==> src/rtl/rv_hazard_pkg.sv <==
// Shared types for the decode-stage hazard controller.
// Holds the shadow-pipeline entry type, its idle value and the forwarding-select type.
package rv_hazard_pkg;

    // Widest register index supported (RV32I). RV32E builds zero-extend 4-bit indices into it.
    localparam int unsigned HZ_REG_ADDR_W = 5;

    // Forwarding select for one source operand. At most one bit set; all zero = register file.
    typedef struct packed {
        logic alu2;
        logic write;
        logic wr_back;
    } ctrl_rs_bp_t;

    // One shadow-pipeline slot: who will write which register, and whether it is a load.
    typedef struct packed {
        logic                     valid;
        logic [HZ_REG_ADDR_W-1:0] rd;
        logic                     load;
    } hz_stage_t;

    localparam hz_stage_t HZ_STAGE_IDLE = '{valid: 1'b0, rd: '0, load: 1'b0};

    // Build a shadow entry; writes to x0 are never tracked so they can never match.
    function automatic hz_stage_t hz_make_entry(input logic                     rd_we,
                                                input logic [HZ_REG_ADDR_W-1:0] rd,
                                                input logic                     load);
        hz_stage_t entry;
        entry.valid = rd_we && (rd != '0);
        entry.rd    = rd;
        entry.load  = load;
        return entry;
    endfunction

endpackage

==> src/rtl/rv_hazard_match.sv <==
// Compares one decode-stage source register against the three shadow stages.
// Produces a youngest-first forwarding select, a load-in-ALU2 hit and an any-stage hit.
module rv_hazard_match
    import rv_hazard_pkg::*;
#(
    parameter int unsigned REG_ADDR_W = 5
) (
    input  logic [REG_ADDR_W-1:0] i_rs,
    input  logic                  i_rs_used,
    input  hz_stage_t             i_alu2,
    input  hz_stage_t             i_write,
    input  hz_stage_t             i_wr_back,
    output ctrl_rs_bp_t           o_bp,
    output logic                  o_load_hit,
    output logic                  o_any_hit
);

    logic [HZ_REG_ADDR_W-1:0] rs_ext;
    logic                     rs_live;
    logic                     hit_alu2;
    logic                     hit_write;
    logic                     hit_wr_back;

    assign rs_ext  = HZ_REG_ADDR_W'(i_rs);
    // x0 reads are constant zero and never need forwarding.
    assign rs_live = i_rs_used && (rs_ext != '0);

    assign hit_alu2    = rs_live && i_alu2.valid    && (i_alu2.rd    == rs_ext);
    assign hit_write   = rs_live && i_write.valid   && (i_write.rd   == rs_ext);
    assign hit_wr_back = rs_live && i_wr_back.valid && (i_wr_back.rd == rs_ext);

    // Youngest producer wins: ALU2 over WRITE over WR_BACK.
    always_comb begin
        o_bp = '0;
        if (hit_alu2) begin
            o_bp.alu2 = 1'b1;
        end else if (hit_write) begin
            o_bp.write = 1'b1;
        end else if (hit_wr_back) begin
            o_bp.wr_back = 1'b1;
        end
    end

    // A load sitting in ALU2 has no result yet, so only that case is a forwarding hazard.
    assign o_load_hit = hit_alu2 && i_alu2.load;
    assign o_any_hit  = hit_alu2 || hit_write || hit_wr_back;

endmodule

==> src/rtl/rv_hazard_ctrl.sv <==
// Decode-stage hazard controller: shadow pipeline of destination registers for the
// ALU2/WRITE/WR_BACK stages, operand forwarding selects and the decode stall.
// Build option RV_HAZARD_BYPASS_EN: when defined, operands are forwarded and only load-use
// stalls; when undefined, forwarding selects are zero and decode stalls until every
// matching producer has left WR_BACK.
module rv_hazard_ctrl
    import rv_hazard_pkg::*;
#(
    parameter int unsigned REG_ADDR_W = 5
) (
    input  logic                  i_clk,
    input  logic                  i_reset_n,
    input  logic [REG_ADDR_W-1:0] i_rs1,
    input  logic [REG_ADDR_W-1:0] i_rs2,
    input  logic                  i_rs1_used,
    input  logic                  i_rs2_used,
    input  logic                  i_issue_valid,
    input  logic [REG_ADDR_W-1:0] i_issue_rd,
    input  logic                  i_issue_rd_we,
    input  logic                  i_issue_load,
    input  logic                  i_pipe_stall,
    input  logic                  i_flush,
    output ctrl_rs_bp_t           o_rs1_bp,
    output ctrl_rs_bp_t           o_rs2_bp,
    output logic                  o_stall
);

    hz_stage_t   alu2_q, alu2_d;
    hz_stage_t   write_q, write_d;
    hz_stage_t   wr_back_q, wr_back_d;
    hz_stage_t   issue_entry;
    logic        issue_go;
    logic        stall;

    ctrl_rs_bp_t rs1_bp;
    ctrl_rs_bp_t rs2_bp;
    logic        rs1_load_hit;
    logic        rs2_load_hit;
    logic        rs1_any_hit;
    logic        rs2_any_hit;

    assign issue_entry = hz_make_entry(i_issue_rd_we, HZ_REG_ADDR_W'(i_issue_rd), i_issue_load);

    // A stalled or flushed instruction leaves a bubble behind it in ALU2.
    assign issue_go = i_issue_valid && !stall && !i_flush;

    // Shadow pipeline next state: shift one stage per advancing cycle, hold on pipeline freeze.
    always_comb begin
        alu2_d    = alu2_q;
        write_d   = write_q;
        wr_back_d = wr_back_q;
        if (!i_pipe_stall) begin
            wr_back_d = write_q;
            write_d   = alu2_q;
            alu2_d    = issue_go ? issue_entry : HZ_STAGE_IDLE;
        end
    end

    // Shadow pipeline registers.
    always_ff @(posedge i_clk or negedge i_reset_n) begin
        if (!i_reset_n) begin
            alu2_q    <= HZ_STAGE_IDLE;
            write_q   <= HZ_STAGE_IDLE;
            wr_back_q <= HZ_STAGE_IDLE;
        end else begin
            alu2_q    <= alu2_d;
            write_q   <= write_d;
            wr_back_q <= wr_back_d;
        end
    end

    rv_hazard_match #(
        .REG_ADDR_W (REG_ADDR_W)
    ) u_match_rs1 (
        .i_rs       (i_rs1),
        .i_rs_used  (i_rs1_used),
        .i_alu2     (alu2_q),
        .i_write    (write_q),
        .i_wr_back  (wr_back_q),
        .o_bp       (rs1_bp),
        .o_load_hit (rs1_load_hit),
        .o_any_hit  (rs1_any_hit)
    );

    rv_hazard_match #(
        .REG_ADDR_W (REG_ADDR_W)
    ) u_match_rs2 (
        .i_rs       (i_rs2),
        .i_rs_used  (i_rs2_used),
        .i_alu2     (alu2_q),
        .i_write    (write_q),
        .i_wr_back  (wr_back_q),
        .o_bp       (rs2_bp),
        .o_load_hit (rs2_load_hit),
        .o_any_hit  (rs2_any_hit)
    );

`ifdef RV_HAZARD_BYPASS_EN
    // Only a load still in ALU2 cannot be forwarded; the bubble moves it to WRITE next cycle.
    assign stall    = i_issue_valid && (rs1_load_hit || rs2_load_hit);
    assign o_rs1_bp = rs1_bp;
    assign o_rs2_bp = rs2_bp;

    logic unused_any_hit;
    assign unused_any_hit = ^{rs1_any_hit, rs2_any_hit};
`else
    // No forwarding paths: wait until the producer has retired past WR_BACK.
    assign stall    = i_issue_valid && (rs1_any_hit || rs2_any_hit);
    assign o_rs1_bp = '0;
    assign o_rs2_bp = '0;

    logic unused_bp;
    assign unused_bp = ^{rs1_bp, rs2_bp, rs1_load_hit, rs2_load_hit};
`endif

    assign o_stall = stall;

    // Structural sanity checks on the outputs.
    a_rs1_bp_onehot : assert property (@(posedge i_clk) disable iff (!i_reset_n)
        $onehot0(o_rs1_bp));
    a_rs2_bp_onehot : assert property (@(posedge i_clk) disable iff (!i_reset_n)
        $onehot0(o_rs2_bp));
    a_stall_needs_issue : assert property (@(posedge i_clk) disable iff (!i_reset_n)
        o_stall |-> i_issue_valid);
    a_hold_on_freeze : assert property (@(posedge i_clk) disable iff (!i_reset_n)
        i_pipe_stall |=> ($stable(alu2_q) && $stable(write_q) && $stable(wr_back_q)));

endmodule

==> config.mk <==
export PLATFORM = sky130hd
export DESIGN_NAME = rv_hazard_ctrl
export DESIGN_NICKNAME = d
export VERILOG_FILES = /design/src/rtl/rv_hazard_pkg.sv /design/src/rtl/rv_hazard_match.sv /design/src/rtl/rv_hazard_ctrl.sv
export SDC_FILE = /design/constraint.sdc
export NUM_CORES = 1
export LEC_CHECK = 0
export CORE_MARGIN = 2
export CORE_UTILIZATION = 40
export DETAILED_ROUTE_END_ITERATION = 8
export GPL_ROUTABILITY_DRIVEN = 0
export PLACE_DENSITY = 0.77
export SYNTH_ARGS = -nofsm -noshare
export SYNTH_HDL_FRONTEND = slang
export SYNTH_SLANG_ARGS = --single-unit
export TNS_END_PERCENT = 100
==> constraint.sdc <==
create_clock -name i_clk -period 1.9 [get_ports i_clk]
set_clock_uncertainty 0.05 [all_clocks]
set_input_delay 0.38 -clock i_clk [delete_from_list [all_inputs] [get_ports i_clk]]
set_output_delay 0.38 -clock i_clk [all_outputs]
set_load 0.02 [all_outputs]
; Yosys cells after proc, flatten, opt, wreduce, memory -nomap -nowiden
; Cells that the tools add are included.
[totals]
out_inout_bits = 7
latchBits = 0
mem_count = 0
word_cells = 41
mem_bits_rw = 0
mem_bits_ro = 0
regBits = 18
[classes]
n_eq_ne = 6
div_mod_pow = 0
n_lt_le_gt_ge = 0
n_mul = 0
reduce_logical = 28
n_shift = 0
add_sub_neg = 0
mux = 1
bitwise = 0
[ops]
columns = op, count
row1 = $eq A5 B5 Y1, 6
row2 = $logic_and A1 B1 Y1, 18
row3 = $reduce_bool A5 Y1, 3
row4 = $mux W7, 1
row5 = $logic_or A1 B1 Y1, 5
row6 = $logic_not A1 Y1, 2

; Logic depth before layout (Yosys ltp)
; Gate-level depths: netlist of run 1.
[logic_depth]
depth_word = 12
ltp_mapped = 6

; Cells and area by module
; A second synthesis of run 1 with hierarchy kept.
[unflattened]
cells_unflattened = 114
area_unflattened_um2 = 1297.5
[by_module_without_submodules]
columns = module, seq_area_each_um2, n_inst, area_each_um2, cells_each
row1 = rv_hazard_ctrl, 525.5, 1, 844.6, 58
row2 = rv_hazard_match, 0.0, 2, 226.5, 28

; Worst setup path after synthesis of run 1
; No wires, ideal clock.
[synth_timing]
path_type = flip-flop to output port
startpoint = reg alu2_q[5] in the netlist's numbering
endpoint = out o_stall
arrival_time_ns = 1.515
path_stages_with_launch = 7
t_required_ns = 1.470
setup_slack_ns = -0.045
n_path_buf = 0
path_cell_list = dfrtp_1 xor2_1 nor4_1 nand3_1 a31oi_1 nor2_2 nor2b_1
[synth_via]
elab_chain_cells = 6
word_cells_on_any_way = 10
[synth_lines]
columns = element, line
row1 = start: declaration, rv_hazard_ctrl.sv:28  ; hz_stage_t alu2_q, alu2_d;
row2 = start signal: assignment, rv_hazard_ctrl.sv:66  ; alu2_q <= alu2_d;
row3 = $eq A5 B5 Y1, rv_hazard_match.sv:28  ; assign hit_alu2 = rs_live && i_alu2.valid && (i_alu2.rd == rs_ext);
row4 = $logic_and A1 B1 Y1, rv_hazard_match.sv:28
row5 = $logic_or A1 B1 Y1 (2 in series), rv_hazard_match.sv:46  ; assign o_any_hit = hit_alu2 || hit_write || hit_wr_back;
row6 = $logic_or A1 B1 Y1 (*), rv_hazard_ctrl.sv:108  ; assign stall = i_issue_valid && (rs1_any_hit || rs2_any_hit);
row7 = $logic_and A1 B1 Y1 (*), rv_hazard_ctrl.sv:108
row8 = end: declaration, rv_hazard_ctrl.sv:25  ; output logic o_stall
; Every way passes the cells marked *; elsewhere a longest branch is shown, timed or not.

; Worst setup path in the final report of run 1
[layout_timing]
startpoint = reg wr_back_q[5] in the netlist's numbering
endpoint = out o_stall
[layout_via]
elab_chain_cells = 5
word_cells_on_any_way = 8
[layout_lines]
columns = element, line
row1 = start: declaration, rv_hazard_ctrl.sv:30  ; hz_stage_t wr_back_q, wr_back_d;
row2 = start signal: assignment, rv_hazard_ctrl.sv:68  ; wr_back_q <= wr_back_d;
row3 = $eq A5 B5 Y1, rv_hazard_match.sv:30  ; assign hit_wr_back = rs_live && i_wr_back.valid && (i_wr_back.rd == rs_ext);
row4 = $logic_and A1 B1 Y1, rv_hazard_match.sv:30
row5 = $logic_or A1 B1 Y1, rv_hazard_match.sv:46
row6 = $logic_or A1 B1 Y1 (*), rv_hazard_ctrl.sv:108
row7 = $logic_and A1 B1 Y1 (*), rv_hazard_ctrl.sv:108
; Marks and branches as above.

==> results of run 1 <==
routing by layer:
layer	track usage, %	part of all wire [%]
met5	0	0
met2	30.7	49
met4	6.64	1.1
met3	3.17	3.8
met1	23.4	46
synthesized netlist by cell type:
library cell | count | area share (%)
clkbuf_1 | 2 | 0.66
nand3_1 | 6 | 2.6
buf_4 | 6 | 4.0
mux2_2 | 12 | 12
a31oi_1 | 2 | 1.1
o21ai_0 | 1 | 0.44
a32o_1 | 5 | 4.4
nor2_2 | 1 | 0.55
nor2_1 | 1 | 0.33
nor3_1 | 1 | 0.44
dfrtp_1 | 18 | 40
nand3b_1 | 1 | 0.66
xnor2_1 | 6 | 4.6
or4_1 | 2 | 1.3
o21ai_1 | 1 | 0.44
a22o_1 | 1 | 0.77
nor4_1 | 6 | 3.3
a21oi_1 | 1 | 0.44
xor2_1 | 24 | 18
conb_1 | 1 | 0.33
nor2b_1 | 7 | 3.8
sequential cells by signal (all words and copies together), names as in the netlist:
signal / cells
alu2_q: 6
wr_back_q: 6
write_q: 6
worst register-to-register path, cell delays in order, from the launching register on:
cell and delay [ns]:
dfrtp_1 0.43, xor2_1 0.16, nor4_1 0.34, nand3_1 0.13
a31oi_1 0.22, nor2_2 0.09, buf_4 0.14, buf_6 0.12
a32o_1 0.22
metrics by stage:
stage	hold slack (ns)	util, %
finish	0.347	58.4
global route	0.394	58.4
CTS	0.342	57.6
detailed placement	0.506	56.7
global placement	0.495	56.7
floorplan	0.0344	-
cell families (layout without fill, tap and decap cells):
group                  Yosys count  count (layout)  synth area share (%)
other                            1               6                 0.329
XOR/XNOR                        30              30                  23.1
buffers and inverters            8              52                  4.61
AND/OR/NAND/NOR                 25              25                  13.1
multiplexers                    12              12                  11.9
AO/OA/AOI/OAI                   11              11                  7.57
flip-flops                      18              18                  39.5
placed cells by master (no fill, tap or decap), drive strengths merged, types with 6 or more instances in the layout:
master,count
conb,6
nand3,6
clkdlybuf4s50,13
dfrtp,18
xnor2,6
dlygate4sd2,9
mux2,12
xor2,24
nor2b,7
nor4,6
buf,27
power by group:
group | internal [uW] | total [uW] | switching [uW]
Sequential | 412 | 444 | 31.9
Combinational | 146 | 253 | 108
Clock | 73.9 | 188 | 114
Total | 631 | 885 | 253
layout make-up:
class,count,area share [%]
Clock buffer,3,1.41
Tap cell,31,2.43
Sequential cell,18,28.2
Timing Repair Buffer,49,26.7
Multi-Input combinational cell,84,41.2
worst paths after layout:
| kind | endpoint | cells past startpoint | startpoint | slack, ns |
|---|---|---|---|---|
| setup / recovery | o_stall | 7 | wr_back_q[5] | -0.45 |
| setup reg to reg | alu2_q[5] | 8 | wr_back_q[5] | -0.10 |
| hold / removal | wr_back_q[3] | 2 | i_reset_n | 0.35 |
| hold reg to reg | wr_back_q[6] | 1 | wr_back_q[6] | 0.54 |
| min in group i_clk | wr_back_q[6] | 1 | wr_back_q[6] | 0.54 |
| max in group asynchronous | write_q[6] | 2 | i_reset_n | 1.25 |
repair_timing:
action                     4_1_cts  5_1_grt
gates resized for setup         16        2
hold buffers                     0        0
setup buffers                    1        2
pin swaps                        5        9
setup endpoints to repair        7        7
==> impl_metrics.py, run 1 <==
metrics = {
    "timing": {
        "timing.final.crit_share_pct": 124,
        "rsz0062_at_grt": "yes",
        "fin_ws_ns": -0.449,
        "final-hold-violation-count": 0,
        "fmax_ghz": 0.426,
        "finalMaxSlewViolations": 0,
        "period_minus_slack_ns": 2.35,
        "setup_viol": 7,
        "tns_ns": -0.972,
    },
    "worst_setup_path": {
        "worst-path-buf-inv": 1,
        "critPathLaunchType": "flop",
        "cp-end-kind": "output port",
        "cp_top_family": "simple AND/OR/NAND/NOR gates",
        "slowest_delay_ns": 0.43,
        "cp_slowest_cell": "dfrtp_1",
        "critPathArrivalTime_ns": 1.92,
        "path_cells": "xor2_1, nor4_1, nand3_1, a31oi_1, nor2_2, nor2b_2, buf_6",
        "crit_fanout": 3,
        "required_ns": 1.47,
        "crit_type": "flop to output port",
    },
    "pwr": {
        "total_power_uw": 885,
        "peakVddDrop_v": 0.000519,
        "power.density_nw_per_um2": 554,
        "p_leak_uw": 0.000770,
    },
    "global_routing": {
        "track_usage_pct": 18.2,
        "grt_max_degree": 19,
        "grt_first_pass_wirelength_um": 4530,
        "antenna_found_initial": 0,
        "grt_overflow": 0,
        "first_global_vias": 1017,
    },
    "placed_design": {
        "pre_cts_slack_ns": -1.10,
        "placed_cells": 179,
        "dp_hpwl_um": 2220,
        "dpl_cell_area_um2": 1550,
        "io_buffer_count": 23,
    },
    "final_layout": {
        "fin_area_um2": 1600,
        "drive_above_1_share_pct": 28.6,
        "fillers": 247,
        "final_nets": 180,
        "diodes": 0,
        "stdcell_count": 185,
        "syn_to_final_growth_pct": 40.1,
        "multi_input_area_um2": 658,
        "seq_area_um2": 450,
    },
    "detailed_routing": {
        "post_drt_wl_per_cell_um": 14.7,
        "dr.pass1.iters": 4,
        "routed_wl_um": 2720,
        "drtIter0Drc": 18,
        "ant_nets": 0,
        "via_count": 946,
        "vias_per_cell": 5.11,
        "route.detailed.drc": 0,
    },
    "die": {
        "die-area_um2": 3290,
        "io_pins": 31,
        "initial_core_util_pct": 41.7,
        "die_w_um": 57.4,
        "num_rows": 19,
        "coreArea_um2": 2730,
        "die_h_um": 57.4,
    },
    "clock_network": {
        "clk_pin_slew_ns": 0.10,
        "cts_tree": "yes",
        "cts_buffers": 3,
        "clock_sinks": 18,
        "insertion_delay_ns": 0.29,
        "ctsHtreeMaxLevel": 1,
        "cts_root_buf": "clkbuf_4",
        "clock_path_buffers": 2,
    },
    "yosys": {
        "ys_ff_latch": 18,
        "syn_inst": 105,
        "synth.distinct_cells": 21,
        "seq_area_frac_synth_pct": 39.5,
        "netlist_area_um2": 1140,
        "postSynthAreaPerCell_um2": 10.9,
        "yosys_warnings": 0,
    },
    "run_status": {
        "status": "complete, but fails checks",
        "violations": "negative setup slack",
    },
    "flow_run": {
        "cap_violations": 0,
    },
    "worst_hold_path": {
        "hp-class": "input port to async pin",
    },
}
No activity file was read; power rests on OpenSTA's default activity.
==> run 2, diff against run 1 <==
- PLACE_DENSITY: 0.77 -> default
- PLACE_DENSITY_LB_ADDON: default -> 0.3
- clock period: 1.9 -> 2.5 ns (I/O delays scaled with it)
==> impl_metrics.py, run 2 (synthesis gave the netlist of run 1 again) <==
metrics = {
    "worst_setup_path": {
        "path_cells": "clkdlybuf4s15_1, xor2_1, nor4_1, nand3_1, a31oi_2, nor2_2, nor2b_1, buf_4",
        "crit_fanout": 4,
        "cp-end-kind": "output port",
        "slowest_delay_ns": 0.29,
        "required_ns": 1.95,
        "cp_slowest_cell": "nor4_1",
        "critPathLaunchType": "input port",
        "crit_type": "input port to output port",
        "critPathArrivalTime_ns": 1.90,
    },
    "run_status": {
        "status": "finished clean",
    },
    "global_routing": {
        "grt_first_pass_wirelength_um": 4200,
        "antenna_found_initial": 0,
        "first_global_vias": 988,
        "grt_max_degree": 19,
        "track_usage_pct": 16.6,
        "grt_overflow": 0,
    },
    "timing": {
        "setup_viol": 0,
        "finalMaxSlewViolations": 0,
        "final-hold-violation-count": 0,
        "fmax_ghz": 0.408,
        "period_minus_slack_ns": 2.45,
        "timing.final.crit_share_pct": 98.1,
        "rsz0062_at_grt": "yes",
        "tns_ns": 0,
    },
    "die": {
        "io_pins": 31,
        "die-area_um2": 3290,
        "num_rows": 19,
        "coreArea_um2": 2730,
        "die_w_um": 57.4,
        "die_h_um": 57.4,
        "initial_core_util_pct": 41.7,
    },
    "clock_network": {
        "clock_path_buffers": 2,
        "clock_sinks": 18,
        "cts_buffers": 3,
        "holdBufCountCts": 0,
        "clk_pin_slew_ns": 0.09,
        "cts_tree": "yes",
        "ctsHtreeMaxLevel": 1,
        "cts_root_buf": "clkbuf_4",
        "insertion_delay_ns": 0.28,
        "postCtsSetupBuffers": 0,
    },
    "pwr": {
        "p_leak_uw": 0.000722,
        "power.density_nw_per_um2": 426,
        "total_power_uw": 660,
        "peakVddDrop_v": 0.000290,
    },
    "detailed_routing": {
        "route.detailed.drc": 0,
        "drtIter0Drc": 29,
        "ant_nets": 0,
        "via_count": 917,
        "vias_per_cell": 5.18,
        "post_drt_wl_per_cell_um": 14.4,
        "dr.pass1.iters": 4,
        "routed_wl_um": 2560,
    },
    "final_layout": {
        "syn_to_final_growth_pct": 35.9,
        "drive_above_1_share_pct": 29.5,
        "reg_top3": "alu2_q: 6 flops, wr_back_q: 6 flops, write_q: 6 flops",
        "final_cell_mix": "xor2_1, buf_4, dfrtp_1, mux2_2, clkdlybuf4s50_1",
        "diodes": 0,
        "layout_commonest_cell": "xor2_1",
        "fillers": 258,
        "final_nets": 172,
    },
    "worst_hold_path": {
        "hp-class": "input port to async pin",
    },
    "placed_design": {
        "io_buffer_count": 23,
        "dp_hpwl_um": 2090,
    },
    "flow_run": {
        "cap_violations": 0,
    },
}
[run 2: changes by cell type in the layout (fill, tap and decap cells not counted), sizes merged]
| cell | delta |
|---|---|
| clkbuf | +2 |
| clkdlybuf4s50 | -1 |
| clkdlybuf4s15 | +4 |
| buf | -8 |
| dlygate4sd2 | -5 |
[run 2: critical path: cells and delay by family]
kind | cells | cell delay, ns
AND/OR/NAND/NOR | 4 | 0.61
buffers and inverters | 2 | 0.41
AO/OA/AOI/OAI | 1 | 0.20
XOR/XNOR | 1 | 0.19
[run 2: final timing paths]
| check | startpoint | to | slack, ns | cells after the start |
|---|---|---|---|---|
| min reg2reg | wr_back_q[6] | wr_back_q[6] | 0.52 | 1 |
| min | i_reset_n | wr_back_q[5] | 0.48 | 2 |
| max reg2reg | alu2_q[3] | alu2_q[5] | 0.64 | 7 |
| max | i_rs2[2] | o_stall | 0.05 | 8 |
| min in group i_clk | wr_back_q[6] | wr_back_q[6] | 0.52 | 1 |
| max in group asynchronous | i_reset_n | write_q[3] | 1.71 | 2 |
[run 2: through the flow]
stage | setup slack (ns) | utilization, % | hold slack, ns | std cells | instance area (um2)
floorplan | 0.355 | - | 0.154 | 110 | 1160
global placement | -0.704 | 55.2 | 0.493 | 174 | 1510
detailed placement | -0.715 | 55.2 | 0.506 | 174 | 1510
CTS | 0.00291 | 56.3 | 0.491 | 177 | 1540
global route | -0.0639 | 56.7 | 0.495 | 177 | 1550
finish | 0.0484 | 56.7 | 0.483 | 177 | 1550
[run 2: layer usage]
layer / up-vias / global-route usage (%) / part of all wire, %
met5: - / 0 / 0
met4: 0 / 7.31 / 1.8
met3: 8 / 3.63 / 5.5
met2: 31 / 27.4 / 48
met1: 431 / 20.9 / 45
li1: 447 / - / -
[run 2: repair_timing]
item                       CTS  global route
setup endpoints to repair    1             1
pin swaps                    7            10
gates resized for setup     20             9
[run 2: layout make-up]
class                      instances  area, um2  area share (%)
multi-input combinational         84        688            44.4
sequential                        18        452            29.2
timing repair buffer              41        348            22.5
tap                               31       38.8            2.50
clock buffer                       3       22.5            1.45
[run 2: power breakdown]
group	leakage (uW)	internal, uW	switching [uW]
sequential	0.000241	313	25.4
clock	0.0000138	55.9	83.3
combinational	0.000466	101	81.2
